### src/rtl/lif_scheduler.sv
// lif_scheduler: sweeps one shared leaky integrate-and-fire update across
// NUM_NEURONS virtual neurons, one sweep per accepted start pulse.
//
// Ports
//   clk, reset_n         clock (rising edge) and asynchronous active-low reset
//   start                begin a timestep sweep (sampled only while idle)
//   cfg_we/cfg_threshold threshold write (honoured only while idle)
//   cur_req/cur_idx      request input current for neuron cur_idx
//   cur_valid/current_in current for cur_idx; transfer on cur_req && cur_valid
//   spike_valid/spike_idx/spike_ready  spike event out, valid/ready handshake
//   busy                 high whenever a sweep is in progress
//   done                 one-cycle pulse at the end of each sweep
//   step_count           number of completed sweeps (wraps at 2^16)
module lif_scheduler #(
    parameter int NUM_NEURONS = 8,
    parameter int WIDTH       = 8,
    parameter int IDX_W       = 3,
    parameter int LEAK_SHIFT  = 1,
    parameter int REFRACT     = 2,
    parameter int THRESH_RST  = 200
) (
    input  logic             clk,
    input  logic             reset_n,
    input  logic             start,
    input  logic             cfg_we,
    input  logic [WIDTH-1:0] cfg_threshold,
    output logic             cur_req,
    output logic [IDX_W-1:0] cur_idx,
    input  logic             cur_valid,
    input  logic [WIDTH-1:0] current_in,
    output logic             spike_valid,
    output logic [IDX_W-1:0] spike_idx,
    input  logic             spike_ready,
    output logic             busy,
    output logic             done,
    output logic [15:0]      step_count
);

    // Refractory counter must hold REFRACT; keep at least one bit when REFRACT is 0/1.
    localparam int RW = (REFRACT < 2) ? 1 : $clog2(REFRACT + 1);

    typedef enum logic [2:0] {IDLE, FETCH, UPDATE, EMIT, DONE} state_t;

    state_t           state, state_nxt;
    logic [IDX_W-1:0] idx;
    logic [WIDTH-1:0] threshold;
    logic [WIDTH-1:0] cur_p0;
    logic [WIDTH-1:0] mem  [NUM_NEURONS];
    logic [RW-1:0]    refr [NUM_NEURONS];

    logic             last;
    logic             in_refr;
    logic [WIDTH-1:0] n_upd;
    logic             fire;

    // Unsigned add clamped to all-ones on carry out.
    function automatic logic [WIDTH-1:0] sat_add(input logic [WIDTH-1:0] a,
                                                 input logic [WIDTH-1:0] b);
        logic [WIDTH:0] s;
        s = {1'b0, a} + {1'b0, b};
        return s[WIDTH] ? {WIDTH{1'b1}} : s[WIDTH-1:0];
    endfunction

    assign last    = (idx == IDX_W'(NUM_NEURONS - 1));
    assign in_refr = (refr[idx] != '0);
    assign n_upd   = sat_add(cur_p0, mem[idx] >> LEAK_SHIFT);
    // A refractory neuron never fires regardless of the computed value.
    assign fire    = !in_refr && (n_upd >= threshold);

    always_ff @(posedge clk or negedge reset_n) begin
        if (!reset_n) state <= IDLE;
        else          state <= state_nxt;
    end

    always_comb begin
        state_nxt   = state;
        cur_req     = 1'b0;
        spike_valid = 1'b0;
        busy        = 1'b1;
        done        = 1'b0;
        unique case (state)
            IDLE: begin
                busy = 1'b0;
                if (start) state_nxt = FETCH;
            end
            FETCH: begin
                cur_req = 1'b1;
                if (cur_valid) state_nxt = UPDATE;
            end
            UPDATE: begin
                if (fire)      state_nxt = EMIT;
                else if (last) state_nxt = DONE;
                else           state_nxt = FETCH;
            end
            EMIT: begin
                spike_valid = 1'b1;
                if (spike_ready) state_nxt = last ? DONE : FETCH;
            end
            DONE: begin
                done      = 1'b1;
                state_nxt = IDLE;
            end
            default: state_nxt = IDLE;
        endcase
    end

    assign cur_idx   = idx;
    assign spike_idx = idx;

    always_ff @(posedge clk or negedge reset_n) begin
        if (!reset_n) begin
            idx        <= '0;
            threshold  <= WIDTH'(THRESH_RST);
            cur_p0     <= '0;
            step_count <= '0;
            for (int i = 0; i < NUM_NEURONS; i++) begin
                mem[i]  <= '0;
                refr[i] <= '0;
            end
        end else begin
            unique case (state)
                IDLE: begin
                    // Write and start together: the new threshold governs this sweep.
                    if (cfg_we) threshold <= cfg_threshold;
                    if (start)  idx <= '0;
                end
                FETCH: begin
                    if (cur_valid) cur_p0 <= current_in;
                end
                UPDATE: begin
                    if (in_refr) begin
                        refr[idx] <= refr[idx] - RW'(1);
                        mem[idx]  <= '0;
                    end else if (fire) begin
                        mem[idx]  <= '0;
                        refr[idx] <= RW'(REFRACT);
                    end else begin
                        mem[idx]  <= n_upd;
                    end
                    if (!fire && !last) idx <= idx + IDX_W'(1);
                end
                EMIT: begin
                    if (spike_ready && !last) idx <= idx + IDX_W'(1);
                end
                DONE: begin
                    step_count <= step_count + 16'd1;
                    idx        <= '0;
                end
                default: ;
            endcase
        end
    end

endmodule

### config.mk
export PLATFORM = sky130hd
export DESIGN_NAME = lif_scheduler
export DESIGN_NICKNAME = d
export VERILOG_FILES = /design/src/rtl/lif_scheduler.sv
export SDC_FILE = /design/constraint.sdc
export NUM_CORES = 1
export LEC_CHECK = 0
export BUFFER_PORTS_ARGS = -buffer_cell sky130_fd_sc_hd__buf_4
export CAP_MARGIN = 30
export CORE_MARGIN = 3
export CORE_UTILIZATION = 65
export CTS_BUF_LIST = sky130_fd_sc_hd__clkbuf_16
export DETAILED_ROUTE_END_ITERATION = 10
export PLACE_DENSITY = 0.95
export SYNTH_ARGS = -nofsm -noshare
export SYNTH_HDL_FRONTEND = slang
export SYNTH_SLANG_ARGS = --single-unit
### constraint.sdc
create_clock -name clk -period 6.65 [get_ports clk]
set_input_delay 0.3325 -clock clk [delete_from_list [all_inputs] [get_ports clk]]
set_output_delay 0.3325 -clock clk [all_outputs]
set_load 0.05 [all_outputs]
; Word level (Yosys, flattened, before mapping)
; Cells that the tools add are included.
[totals]
reg_bits = 118
in_bits = 22
out_inout_bits = 26
word_cells = 91
[classes]
reduce_logical = 16
magnitude_cmp = 3
n_mux = 31
eq_ne = 10
bitwise = 6
n_addsub = 4
[op_table]
columns = op, n
row1 = two-way mux 64 bit, 2
row2 = bitwise AND 64 bit, 1
row3 = bitwise mux 64 bit, 1
row4 = inverter 64 bit, 1
row5 = two-way mux 16 bit, 2
row6 = two-way mux 8 bit, 4
row7 = binary-select mux 8 bit (select 3 bit), 1
row8 = demux 8 bit (select 3 bit), 1
row9 = two-way mux 3 bit, 8
row10 = case mux 3 bit (4 select lines), 2
row11 = adder 16 x 1 -> 16 bit (second input constant), 1
row12 = bitwise mux 16 bit, 1
row13 = != test 2 bit (second input constant), 5
row14 = adder 8 x 7 -> 9 bit, 1
row15 = bitwise AND 8 bit, 1
row16 = greater-or-equal comparator 8 bit, 1
row17 = inverter 8 bit, 1
row18 = bitwise OR 8 bit, 1
row19 = binary-select mux 2 bit (select 3 bit), 1
row20 = demux 2 bit (select 3 bit), 1
row21 = == test 3 x 2 -> 1 bit (second input constant), 2
row22 = == test 3 bit (second input constant), 2
row23 = two-way mux 2 bit, 3
row24 = AND reduction 2 bit, 3
row25 = 14 further kinds, 23

; Logic depth before layout (Yosys ltp)
[depth]
word_depth = 12
depth_mapped = 19
depth_no_buf = 16

; Least setup slack after synthesis
; OpenSTA, ideal clock, no wires.
[synth_path]
kind = register -> register
from = register idx[2] (netlist: cur_idx[2])
to = register refr[12] (netlist name)
synth_period_minus_slack_ps = 4947
setup_ps = 125
path_slack_ps = 1703
t_arrival_ps = 4822
path_buffers = 4
t_required_ps = 6525
path_stages_with_launch = 20
cell_sequence = dfrtp_1 buf_2 buf_2 buf_2 mux4_2 nand2_1 nand2_1 ha_1 fa_1 a211oi_1 o21a_1 o221ai_1 or2_2 ha_1 nand2_1 a211o_1 o211a_4 buf_12 nor2_4 mux2_4
[synth_between]
elab_chain_len = 10
word_cells_on_any_way = 26
classes_between = add/sub (2) / order compare (3) / mux (12) / bitwise (3) / reduce/logical (6)
[synth_lines]
columns = item, line_no
row1 = start: declaration, 45  ; logic [IDX_W-1:0] idx;
row2 = start signal: assignment, 140  ; if (!fire && !last) idx <= idx + IDX_W'(1);
row3 = start signal: assignment, 143  ; if (spike_ready && !last) idx <= idx + IDX_W'(1);
row4 = inverter 3 -> 4 bit (implied by the code) *, --
row5 = binary-select mux 8 bit (select 3 bit), 66  ; assign n_upd = sat_add(cur_p0, mem[idx] >> LEAK_SHIFT);
row6 = two-way mux 8 bit (implied by the code) (2 in a row), 66
row7 = adder 8 x 7 -> 9 bit, 60  ; s = {1'b0, a} + {1'b0, b};
row8 = two-way mux 8 bit, 61  ; return s[WIDTH] ? {WIDTH{1'b1}} : s[WIDTH-1:0];
row9 = greater-or-equal comparator 8 bit, 68  ; assign fire = !in_refr && (n_upd >= threshold);
row10 = logical AND 1 bit, 68
row11 = nonzero test 2 bit (no source line), --
row12 = AND reduction 2 bit (no source line), --
row13 = end signal: indexed assignment, 132  ; refr[idx] <= refr[idx] - RW'(1);
row14 = end signal: indexed assignment, 136  ; refr[idx] <= RW'(REFRACT);
row15 = end: declaration, 49  ; logic [RW-1:0] refr [NUM_NEURONS];
; Every way passes the cells marked *; elsewhere a longest branch is shown, timed or not. The select of a mux whose other input is x is not followed.
; A chain may end at the register's enable or synchronous reset.

; Final worst setup path
[layout_path]
from = register idx[1] (netlist: cur_idx[1])
to = register idx[0] (netlist: cur_idx[0])
[layout_between]
elab_chain_len = 12
word_cells_on_any_way = 21
classes_between = add/sub (1) / order compare (1) / eq/ne (3) / mux (7) / bitwise (1) / reduce/logical (8)
[layout_lines]
columns = item, line_no
row1 = inverter 3 -> 4 bit (implied by the code), "65, 66"
row2 = binary-select mux 8 bit (select 3 bit), 66
row3 = two-way mux 8 bit (implied by the code) (2 in a row), 66
row4 = adder 8 x 7 -> 9 bit, 60
row5 = two-way mux 8 bit, 61
row6 = greater-or-equal comparator 8 bit, 68
row7 = logical AND 1 bit, 68
row8 = logical NOT 1 bit, 140
row9 = logical AND 1 bit, 140
row10 = != test 2 bit (no source line), --
row11 = AND reduction 4 bit (no source line) *, --
; Marked as above.

==> results.ini <==
[sta]
clock.fmax_ghz = 0.186
max_slew_margin_pct = 29.0
whs_ps = -2.49
rsz0062_at_grt = false
fin_crit_ps = 5370
hold_viol_final = 4
period_share_pct = 80.8
worst_pin_slew_ps = 1070
fin_setup_tns_ps = 0
skew_ps = 8.73
drv_slew = 0
setup_viol = 0
layout_setup_ws_ps = 1280

[route]
drc_errors = 0
vias = 4196
drt_iter0_drc = 304
via_per_inst = 6.36
first_pass_iters = 5
detail-route-antenna-nets = 0
routed_wl_um = 13400
wl_per_cell_um = 20.3

[place]
hpwl_um = 8740
place_ws_ps = 1550
dp.cells = 644
io_buffer_count = 47
place_congestion = 0.851

[clocking]
cts_resized = 0
cts_buffers = 9
clock_latency_ps = 350
clock-sinks = 110
post_cts.repair.setup_buffers = 0
root_buffer = clkbuf_16
clk_pin_slew_ps = 70
clock_path_buffers = 2
ctsHoldBuffers = 0
cts_tree = built
cts-htree-levels = 3

[setup_path]
slowest_stage = dfrtp_1
cp_common_cell = nand2_1
worstPathMaxFanout = 28
critPathBufInv = 0
start_kind = flop
reg2reg_slack_ps = 1280
cp_top_family = compound AO/OA/AOI/OAI gates
slowest_delay_ps = 1040
crit_required_ps = 6890
ff2ff_path_depth = 15
end_kind = flop
r2r-start = cur_idx[1]
reg2reg_to = cur_idx[0]
path_class = flop to flop
critPathArrivalTime_ps = 5610
crit_path_cell_trace = mux4_2, nand2_1, nand2_1, ha_1, fa_1, a211oi_1, o21a_1, o221ai_1, or2_2, ha_1, nand2_1, a211o_1, o21ai_0, a21boi_1, o211a_1

[floorplanning]
start_util_pct = 68.3
dieArea_um2 = 9970
core_area_um2 = 8380
die_h_um = 99.8
die_x_um = 99.8
io-pin-count = 48
row_count = 33

[grt]
use_met1_pct = 35.3
grt_pass1_wl_um = 22300
grt_util_met2_pct = 49.4
grt_max_degree = 62
overflow = 0
met3_usage_pct = 5.91
antenna_found_initial = 0
grt_use_total_pct = 28.6
grt-busiest-layer = met2
grt_pass1_vias = 4407

[outcome]
status = finished, violations left
violations = hold timing

[cells_and_area]
mostFrequentLayoutCells = 107 x dfrtp_1, 75 x nand2_1, 52 x o21ai_0, 49 x buf_4, 47 x mux2_2
fillers = 524
fin_cells = 660
multi_input_area_um2 = 2760
area_growth_pct = 11.7
seqCellArea_um2 = 2760
num-nets-final = 592
final_common_cell = dfrtp_1
antenna_cells = 0
layout-drive-gt1-share_pct = 28.3

[power]
power.leakage_uw = 0.00299
powerDensity_nw_per_um2 = 534
ir_worst_vdd_uv = 389

[synthesis]
ys_ff_latch = 110
yosys_warnings = 0
synth.avg_cell_area_um2 = 11.1
netlist_instances = 516
synth_fp_nets = 558
synthDominantCellAreaShare_pct = 46.8
synthesis.area_um2 = 5720
synth-seq-area-share_pct = 48.2
synthTopCellsByArea = dfrtp_1 47%, mux2_2 9.2%, nand2_1 4.9%
yosysTopAreaCell = dfrtp_1
synth_flop_cell = dfrtp_1
synth.distinct_cells = 58
synth_edf_count = 0
async_flop_share_pct = 100

[hold_path]
hold_class = primary input to async pin

[run]
max_cap_violations = 0

## metrics by stage
step | instance area [µm²] | total power (µW) | utilization, %
3_3_place_gp | 6070 | 2670 | 72.5
4_1_cts | 6390 | 3390 | 76.3
6_report | 6390 | 3410 | 76.3
3_5_place_dp | 6070 | 2770 | 72.5
2_1_floorplan | 5720 | 2410 | -
5_1_grt | 6390 | 3630 | 76.3
## worst reg2reg max path, stage by stage, from the launching register on
cell,delay (ps)
dfrtp_1,1040
mux4_2,620
nand2_1,80
nand2_1,70
ha_1,200
fa_1,420
a211oi_1,370
o21a_1,260
o221ai_1,170
or2_2,350
ha_1,300
nand2_1,80
a211o_1,300
o21ai_0,490
a21boi_1,240
o211a_1,270
## final cells by class
type / count / area share [%]
Multi-Input combinational cell: 364 / 43.1
Inverter: 16 / 0.939
Clock buffer: 9 / 3.52
Clock inverter: 7 / 1.49
Sequential cell: 110 / 43.1
Tap cell: 105 / 2.05
Timing Repair Buffer: 49 / 5.75
## cells by family (layout without fill, tap and decap cells)
family / count (synthesis) / count (layout) / share of synthesized area [%]
flops: 110 / 110 / 48.2
fa+ha+maj: 20 / 20 / 4.50
mux: 72 / 72 / 15.5
simple gates: 142 / 142 / 12.6
xor+xnor: 18 / 18 / 2.75
buf+inv: 42 / 81 / 3.65
compound gates: 112 / 112 / 12.8
## sequential cells by signal, summed over array words and instances (netlist names)
register	count
mem	56
refr	16
threshold	8
step_count	16
state	3
cur_idx	3
cur_p0	8
## worst max-delay path by stage
| stage | from | endpoint | slack, ps | cells after the start |
|---|---|---|---|---|
| 3_3_place_gp | cur_idx[1] | mem[38] | 1670 | 15 |
| 2_1_floorplan | cur_idx[2] | refr[12] | 1700 | 19 |
| 4_1_cts | cur_idx[1] | cur_idx[0] | 1360 | 15 |
| 5_1_grt | cur_idx[0] | cur_idx[0] | 950 | 14 |
| 6_report | cur_idx[1] | cur_idx[0] | 1280 | 15 |
| 3_5_place_dp | cur_idx[1] | cur_idx[0] | 1550 | 15 |
## Yosys cell counts, types with 3 or more instances
master    instances
a21oi_1          14
a221oi_1          8
a22oi_1           7
and2_1            5
and3_1            7
buf_2            10
buf_4             4
clkbuf_1         10
dfrtp_1         107
dfstp_2           3
ha_1             19
inv_1            15
mux2_2           47
mux2_4           12
mux2i_1           9
mux4_2            4
nand2_1          75
nand3_1           5
nand4_1           3
nor2_1           14
nor2_4            7
nor2b_1           6
nor3_1            3
o21a_1            4
o21ai_0          52
o21ai_2           4
o22ai_1           4
or2_2             6
xnor2_1          12
xor2_1            6
## metal layers
layer / share of wire [%] / wire length, µm / vias up
met5: 0 / 0 / -
met4: 3.1 / 412 / 0
met3: 6.9 / 929 / 40
met2: 51 / 6820 / 190
met1: 39 / 5230 / 2079
li1: - / - / 1887
## report_power, final
part	switching, µW	internal, µW
combinational	1100	703
sequential	169	857
clock	250	332
No activity file was read; power rests on OpenSTA's default activity.
